File: src/rtl/alu_ctrl_defs.sv
// Shared definitions for the ALU control path: control_type codes, opcode/funct
// constants, sequencer state encoding and the decoder result bundle.
package alu_ctrl_defs;

    localparam logic [4:0] CT_NOP   = 5'b00000;
    localparam logic [4:0] CT_ADD   = 5'b00001;
    localparam logic [4:0] CT_SUB   = 5'b00010;
    localparam logic [4:0] CT_AND   = 5'b00011;
    localparam logic [4:0] CT_SUBOV = 5'b00100;
    localparam logic [4:0] CT_XOR   = 5'b00101;
    localparam logic [4:0] CT_NOR   = 5'b00110;
    localparam logic [4:0] CT_SLT   = 5'b00111;
    localparam logic [4:0] CT_OR    = 5'b01000;
    localparam logic [4:0] CT_DIV   = 5'b01001;
    localparam logic [4:0] CT_MULT  = 5'b01010;
    localparam logic [4:0] CT_ADDU  = 5'b01011;
    localparam logic [4:0] CT_MFHI  = 5'b01100;
    localparam logic [4:0] CT_MFLO  = 5'b01101;
    localparam logic [4:0] CT_BEQ   = 5'b01110;
    localparam logic [4:0] CT_BNE   = 5'b01111;
    localparam logic [4:0] CT_BLE   = 5'b10000;
    localparam logic [4:0] CT_BGT   = 5'b10001;
    localparam logic [4:0] CT_LUI   = 5'b10010;

    localparam logic [5:0] OP_RTYPE = 6'h00;
    localparam logic [5:0] OP_BEQ   = 6'h04;
    localparam logic [5:0] OP_BNE   = 6'h05;
    localparam logic [5:0] OP_BLE   = 6'h06;
    localparam logic [5:0] OP_BGT   = 6'h07;
    localparam logic [5:0] OP_ADDI  = 6'h08;
    localparam logic [5:0] OP_ADDIU = 6'h09;
    localparam logic [5:0] OP_SLTI  = 6'h0A;
    localparam logic [5:0] OP_LUI   = 6'h0F;
    localparam logic [5:0] OP_LW    = 6'h23;
    localparam logic [5:0] OP_SW    = 6'h2B;

    localparam logic [5:0] FN_MFHI  = 6'h10;
    localparam logic [5:0] FN_MFLO  = 6'h12;
    localparam logic [5:0] FN_MULT  = 6'h18;
    localparam logic [5:0] FN_DIV   = 6'h1A;
    localparam logic [5:0] FN_ADD   = 6'h20;
    localparam logic [5:0] FN_SUB   = 6'h22;
    localparam logic [5:0] FN_AND   = 6'h24;
    localparam logic [5:0] FN_OR    = 6'h25;
    localparam logic [5:0] FN_SLT   = 6'h2A;

    typedef enum logic [1:0] {
        ST_IDLE    = 2'd0,
        ST_EXEC    = 2'd1,
        ST_MD_WAIT = 2'd2,
        ST_RESP    = 2'd3
    } seq_state_e;

endpackage

File: src/rtl/alu_op_decode.sv
// Combinational opcode/funct decoder producing the ALU control_type code and
// the per-instruction attributes the sequencer and main control FSM need.
module alu_op_decode
    import alu_ctrl_defs::*;
(
    input  logic [5:0] opcode,
    input  logic [5:0] funct,
    output logic [4:0] code,
    output logic       illegal,
    output logic       is_md,
    output logic       is_branch,
    output logic       chk_ovf
);

    always_comb begin
        code    = CT_NOP;
        illegal = 1'b0;
        if (opcode == OP_RTYPE) begin
            case (funct)
                FN_ADD:  code = CT_ADD;
                FN_SUB:  code = CT_SUB;
                FN_AND:  code = CT_AND;
                FN_OR:   code = CT_OR;
                FN_SLT:  code = CT_SLT;
                FN_MULT: code = CT_MULT;
                FN_DIV:  code = CT_DIV;
                FN_MFHI: code = CT_MFHI;
                FN_MFLO: code = CT_MFLO;
                default: illegal = 1'b1;
            endcase
        end else begin
            case (opcode)
                OP_ADDI:  code = CT_ADD;
                OP_ADDIU: code = CT_ADDU;
                OP_SLTI:  code = CT_SLT;
                OP_LW:    code = CT_ADDU;
                OP_SW:    code = CT_ADDU;
                OP_BEQ:   code = CT_BEQ;
                OP_BNE:   code = CT_BNE;
                OP_BLE:   code = CT_BLE;
                OP_BGT:   code = CT_BGT;
                OP_LUI:   code = CT_LUI;
                default:  illegal = 1'b1;
            endcase
        end
    end

    assign is_md     = (code == CT_MULT) || (code == CT_DIV);
    assign is_branch = (code >= CT_BEQ) && (code <= CT_BGT);
    // Only signed add/sub style codes can raise an overflow exception.
    assign chk_ovf   = (code == CT_ADD) || (code == CT_SUB) || (code == CT_SUBOV);

endmodule

File: src/rtl/alu_op_sequencer.sv
// Multicycle ALU control initiator: decode, execute, optional mult/div wait, respond.
// Optional mult/div watchdog enabled by defining ALU_SEQ_MD_TIMEOUT_EN.
module alu_op_sequencer
    import alu_ctrl_defs::*;
#(
    parameter int unsigned MD_TIMEOUT = 64
) (
    input  logic       clk,
    input  logic       reset,
    input  logic       instr_valid,
    output logic       instr_ready,
    input  logic [5:0] opcode,
    input  logic [5:0] funct,
    output logic [4:0] control_type,
    output logic       ctrl_valid,
    output logic       md_start,
    input  logic       md_done,
    input  logic       div_zero,
    input  logic       ovf_in,
    input  logic       cond_true,
    output logic       resp_valid,
    output logic       exc_overflow,
    output logic       exc_divzero,
    output logic       branch_taken,
    output logic       illegal,
    output logic       md_timeout,
    output seq_state_e dbg_state
);

    logic [4:0] dec_code;
    logic       dec_illegal, dec_is_md, dec_is_branch, dec_chk_ovf;

    alu_op_decode u_decode (
        .opcode    (opcode),
        .funct     (funct),
        .code      (dec_code),
        .illegal   (dec_illegal),
        .is_md     (dec_is_md),
        .is_branch (dec_is_branch),
        .chk_ovf   (dec_chk_ovf)
    );

    seq_state_e state_q;
    logic [4:0] ct_q;
    logic       ready_q, cv_q, md_start_q, resp_q;
    logic       ovf_q, dz_q, br_q, ill_q;
    logic       is_md_q, is_div_q, is_branch_q, chk_ovf_q;

`ifdef ALU_SEQ_MD_TIMEOUT_EN
    localparam int CNT_W = $clog2(MD_TIMEOUT + 1);
    localparam logic [CNT_W-1:0] MD_LIMIT = CNT_W'(MD_TIMEOUT - 1);
    logic [CNT_W-1:0] md_cnt_q;
    logic             to_q;
`endif

    always_ff @(posedge clk) begin
        if (reset) begin
            state_q     <= ST_IDLE;
            ready_q     <= 1'b1;
            ct_q        <= CT_NOP;
            cv_q        <= 1'b0;
            md_start_q  <= 1'b0;
            resp_q      <= 1'b0;
            ovf_q       <= 1'b0;
            dz_q        <= 1'b0;
            br_q        <= 1'b0;
            ill_q       <= 1'b0;
            is_md_q     <= 1'b0;
            is_div_q    <= 1'b0;
            is_branch_q <= 1'b0;
            chk_ovf_q   <= 1'b0;
`ifdef ALU_SEQ_MD_TIMEOUT_EN
            md_cnt_q    <= '0;
            to_q        <= 1'b0;
`endif
        end else begin
            case (state_q)
                ST_IDLE: begin
                    if (instr_valid) begin
                        ready_q     <= 1'b0;
                        is_md_q     <= dec_is_md;
                        is_div_q    <= (dec_code == CT_DIV);
                        is_branch_q <= dec_is_branch;
                        chk_ovf_q   <= dec_chk_ovf;
                        if (dec_illegal) begin
                            state_q <= ST_RESP;
                            resp_q  <= 1'b1;
                            ill_q   <= 1'b1;
                        end else begin
                            state_q    <= ST_EXEC;
                            cv_q       <= 1'b1;
                            ct_q       <= dec_code;
                            md_start_q <= dec_is_md;
                        end
                    end
                end
                ST_EXEC: begin
                    md_start_q <= 1'b0;
                    if (is_md_q) begin
                        state_q <= ST_MD_WAIT;
`ifdef ALU_SEQ_MD_TIMEOUT_EN
                        md_cnt_q <= '0;
`endif
                    end else begin
                        state_q <= ST_RESP;
                        cv_q    <= 1'b0;
                        ct_q    <= CT_NOP;
                        resp_q  <= 1'b1;
                        ovf_q   <= chk_ovf_q & ovf_in;
                        br_q    <= is_branch_q & cond_true;
                    end
                end
                ST_MD_WAIT: begin
                    // control_type stays on the mult/div code until completion.
                    if (md_done) begin
                        state_q <= ST_RESP;
                        cv_q    <= 1'b0;
                        ct_q    <= CT_NOP;
                        resp_q  <= 1'b1;
                        dz_q    <= is_div_q & div_zero;
                    end
`ifdef ALU_SEQ_MD_TIMEOUT_EN
                    else if (md_cnt_q == MD_LIMIT) begin
                        state_q <= ST_RESP;
                        cv_q    <= 1'b0;
                        ct_q    <= CT_NOP;
                        resp_q  <= 1'b1;
                        to_q    <= 1'b1;
                    end else begin
                        md_cnt_q <= md_cnt_q + 1'b1;
                    end
`endif
                end
                ST_RESP: begin
                    state_q <= ST_IDLE;
                    ready_q <= 1'b1;
                    resp_q  <= 1'b0;
                    ovf_q   <= 1'b0;
                    dz_q    <= 1'b0;
                    br_q    <= 1'b0;
                    ill_q   <= 1'b0;
`ifdef ALU_SEQ_MD_TIMEOUT_EN
                    to_q    <= 1'b0;
`endif
                end
                default: state_q <= ST_IDLE;
            endcase
        end
    end

    assign instr_ready  = ready_q;
    assign control_type = ct_q;
    assign ctrl_valid   = cv_q;
    assign md_start     = md_start_q;
    assign resp_valid   = resp_q;
    assign exc_overflow = ovf_q;
    assign exc_divzero  = dz_q;
    assign branch_taken = br_q;
    assign illegal      = ill_q;
    assign dbg_state    = state_q;
`ifdef ALU_SEQ_MD_TIMEOUT_EN
    assign md_timeout   = to_q;
`else
    assign md_timeout   = 1'b0;
`endif

endmodule

File: config.mk
export PLATFORM = sky130hd
export DESIGN_NAME = alu_op_sequencer
export DESIGN_NICKNAME = d
export VERILOG_FILES = /design/src/rtl/alu_ctrl_defs.sv /design/src/rtl/alu_op_decode.sv /design/src/rtl/alu_op_sequencer.sv
export SDC_FILE = /design/constraint.sdc
export NUM_CORES = 1
export LEC_CHECK = 0
export ABC_AREA = 0
export BUFFER_PORTS_ARGS = -buffer_cell sky130_fd_sc_hd__buf_2
export CAP_MARGIN = 20
export CORE_MARGIN = 3
export CORE_UTILIZATION = 45
export DETAILED_ROUTE_END_ITERATION = 8
export GPL_ROUTABILITY_DRIVEN = 0
export HOLD_SLACK_MARGIN = 0.03
export PLACE_DENSITY = 0.69
export SLEW_MARGIN = 30
export SYNTH_ARGS = -nofsm -noshare
export SYNTH_HDL_FRONTEND = slang
export SYNTH_HIERARCHICAL = 1
export SYNTH_SLANG_ARGS = --single-unit
export TNS_END_PERCENT = 1
File: constraint.sdc
create_clock -name clk -period 2.24 [get_ports clk]
set_input_delay 0.112 -clock clk [delete_from_list [all_inputs] [get_ports clk]]
set_output_delay 0.112 -clock clk [all_outputs]
set_load 0.1 [all_outputs]
==> flow_metrics.env <==
export IMPL_path_depth=9
export IMPL_vias=1430
export IMPL_core_area_um2=3100
export IMPL_synth_most_common_cell="dfxtp_1"
export IMPL_synth_warnings=6
export IMPL_drc=0
export IMPL_synth_area_leader_cell="dfxtp_1"
export IMPL_fin_skew_ps=2.77
export IMPL_post_route_min_period_ps=1680
export IMPL_insertion_delay_ps=300
export IMPL_antenna_found_initial=0
export IMPL_cts_sinks=19
export IMPL_die_h_um=63.4
export IMPL_max_cap_viol_count=0
export IMPL_synth_yosys_seq_area_share_pct=25.7
export IMPL_outcome="completed"
export IMPL_drive_gt1_share_pct=27.3
export IMPL_drt_total_wl_um=3420
export IMPL_crit_chain="buf_2 -> nor4b_2 -> a211oi_1 -> o32a_2 -> inv_2 -> nand4_1 -> a2111oi_4 -> nand4b_1 -> a21oi_1"
export IMPL_synth_common_cells="19 x dfxtp_1, 14 x a21oi_1, 14 x nand2_1"
export IMPL_crit_path_end="md_start"
export IMPL_final_antenna_net_count=0
export IMPL_largest_register_ffs=5
export IMPL_rsz0062_at_grt="false"
export IMPL_critPathBufInv=2
export IMPL_stdcell_area_um2=1690
export IMPL_powerDensity_nw_per_um2=920
export IMPL_rr_endpoint="control_type[1]"
export IMPL_relSlewSlack_pct=66.7
export IMPL_port_buffers=33
export IMPL_drt_iter0_drc=87
export IMPL_cts_tree="done"
export IMPL_viasPerCell=5.74
export IMPL_r2r_slack_ps=600
export IMPL_hold_viol=0
export IMPL_synth_seq_cells=19
export IMPL_peakVddDrop_mv=0.282
export IMPL_cts_root_buf="clkbuf_4"
export IMPL_setup_viol=0
export IMPL_wl_per_cell_um=13.7
export IMPL_end_kind="flop"
export IMPL_ys_flop_type="dfxtp_1"
export IMPL_avgSynthCellArea_um2=8.47
export IMPL_crit_fanout=4
export IMPL_crit_required_ps=2480
export IMPL_cp_arrival_ps=1920
export IMPL_startpoint_type="input port"
export IMPL_fin_crit_sh_pct=75.0
export IMPL_nNetsFinal=230
export IMPL_synth_cells=175
export IMPL_postLayoutCoreUtil_pct=54.3
export IMPL_antenna_cells=0
export IMPL_worst_slew_pin_slew_ps=494
export IMPL_max_freq_mhz=595
export IMPL_grt_max_degree=25
export IMPL_die_area_um2=4020
export IMPL_synth_edf_count=0
export IMPL_post_cts_buffers=0
export IMPL_area_growth_pct=13.7
export IMPL_drt_pass1_iter_count=4
export IMPL_pin_count=35
export IMPL_grt_pass1_wl_um=6040
export IMPL_synth_fp_nets=199
export IMPL_slowest_stage="nor4b_2"
export IMPL_path_delay_family="compound AO/OA/AOI/OAI gates"
export IMPL_path_clk_slew_ps=110
export IMPL_synth_distinct_cells=59
export IMPL_grt_use_total_pct=18.3
export IMPL_fp_dieW_um=63.4
export IMPL_cts_buffers=3
export IMPL_leakage_uw=0.000689
export IMPL_synth_top_area_share_pct=25.7
export IMPL_synth_area_um2=1480
export IMPL_cp_startpoint="funct[3]"
export IMPL_cts_hold_fix_buffers=0
export IMPL_dp_hpwl_um=2710
export IMPL_ctsResizeCount=0
export IMPL_min_path_type="in -> reg"
export IMPL_rows=20
export IMPL_setup_tns_ps=0
export IMPL_crit_type="in -> reg"
export IMPL_gr_total_overflow=0
export IMPL_place_area_um2=1660
export IMPL_h_tree_depth=1
export IMPL_clk_path_buf_depth=2
export IMPL_grt_pass1_vias=1392
export IMPL_reg2regPathDepth=5
export IMPL_regToRegStartpoint="dbg_state[0]"
export IMPL_async_flop_share_pct=0
export IMPL_start_util_pct=47.8
export IMPL_maxSlewViolCount=0
export IMPL_holdWs_ps=80.0
export IMPL_max_stage_delay_ps=390
export IMPL_ys_top_cells_by_area="dfxtp_1 26%, nand2b_1 5.5%, a21oi_1 4.7%, ha_1 4.2%, mux2i_1 4.1%"
kinds of logic after synthesis:
logic type | after synthesis | synth area share, %
simple gates | 79 | 33.8
other cells | 1 | 0.253
fa+ha+maj | 5 | 4.22
flops | 19 | 25.7
buf+inv | 16 | 5.65
xor+xnor | 1 | 0.591
mux | 6 | 4.05
compound gates | 48 | 25.8
worst min-delay path by stage:
| stage | to | slack, ps | cells past startpoint | from |
|---|---|---|---|---|
| floorplan | exc_overflow | 280 | 2 | ovf_in |
| global placement | exc_overflow | 400 | 3 | ovf_in |
| detailed placement | exc_overflow | 410 | 3 | ovf_in |
| CTS | exc_overflow | 70 | 3 | ovf_in |
| global route | exc_overflow | 70 | 3 | ovf_in |
| finish | exc_overflow | 80 | 3 | ovf_in |
worst min-delay path, delay by kind of cell:
kind	cells	cell delay, ps
and+or+nand+nor	1	80
AOI/OAI and AO/OA	1	60
buffers and inverters	1	100
stage by stage:
stage	total power (uW)	instances	setup slack, ps
after floorplan	1240	175	320
after global placement	1360	245	343
after detailed placement	1380	245	258
after CTS	1560	249	584
after global routing	1650	249	439
final	1550	249	560
report_power, final:
part / leakage [uW] / switching [uW] / internal (uW) / total, uW
clock network: 0.0000150 / 106 / 69.4 / 175
registers: 0.000155 / 40.0 / 392 / 432
logic: 0.000519 / 683 / 260 / 943
total: 0.000689 / 829 / 721 / 1550
placed cells by master (no fill, tap or decap), types with 2 or more instances in the layout:
cell	n
ha_1	5
nand2_1	14
or3b_2	5
o21ai_0	5
mux2i_1	6
nor4bb_1	2
inv_1	7
nand3_1	5
o2bb2ai_1	2
a311oi_1	2
a211oi_2	2
nand2b_1	13
a41oi_1	2
a31oi_1	2
buf_2	33
o2111ai_1	3
and2_1	2
a211oi_1	2
clkbuf_4	3
nor2b_1	6
nor3_1	2
a21oi_1	14
nor3b_1	2
dfxtp_1	17
nand4_1	3
or2b_1	2
and4_1	2
dfxtp_2	2
nor2_1	9
metal layers:
layer / vias up / part of all wire [%] / global-route usage (%) / routed length [um]
met5: - / 0 / 0 / 0
met1: 664 / 43 / 21.1 / 1460
met2: 45 / 51 / 33.2 / 1750
met3: 8 / 3.9 / 1.96 / 135
met4: 0 / 2.1 / 8.63 / 73
li1: 713 / - / - / -
layout make-up:
| cell class | instances | area (um^2) |
|---|---|---|
| Clock buffer | 4 | 26.3 |
| Fill cell | 316 | 1420 |
| Inverter | 8 | 30.0 |
| Multi-Input combinational cell | 140 | 1020 |
| Sequential cell | 19 | 383 |
| Tap cell | 44 | 55.1 |
| Timing Repair Buffer | 34 | 173 |
Note: power is estimated with default switching activity, not from simulation.
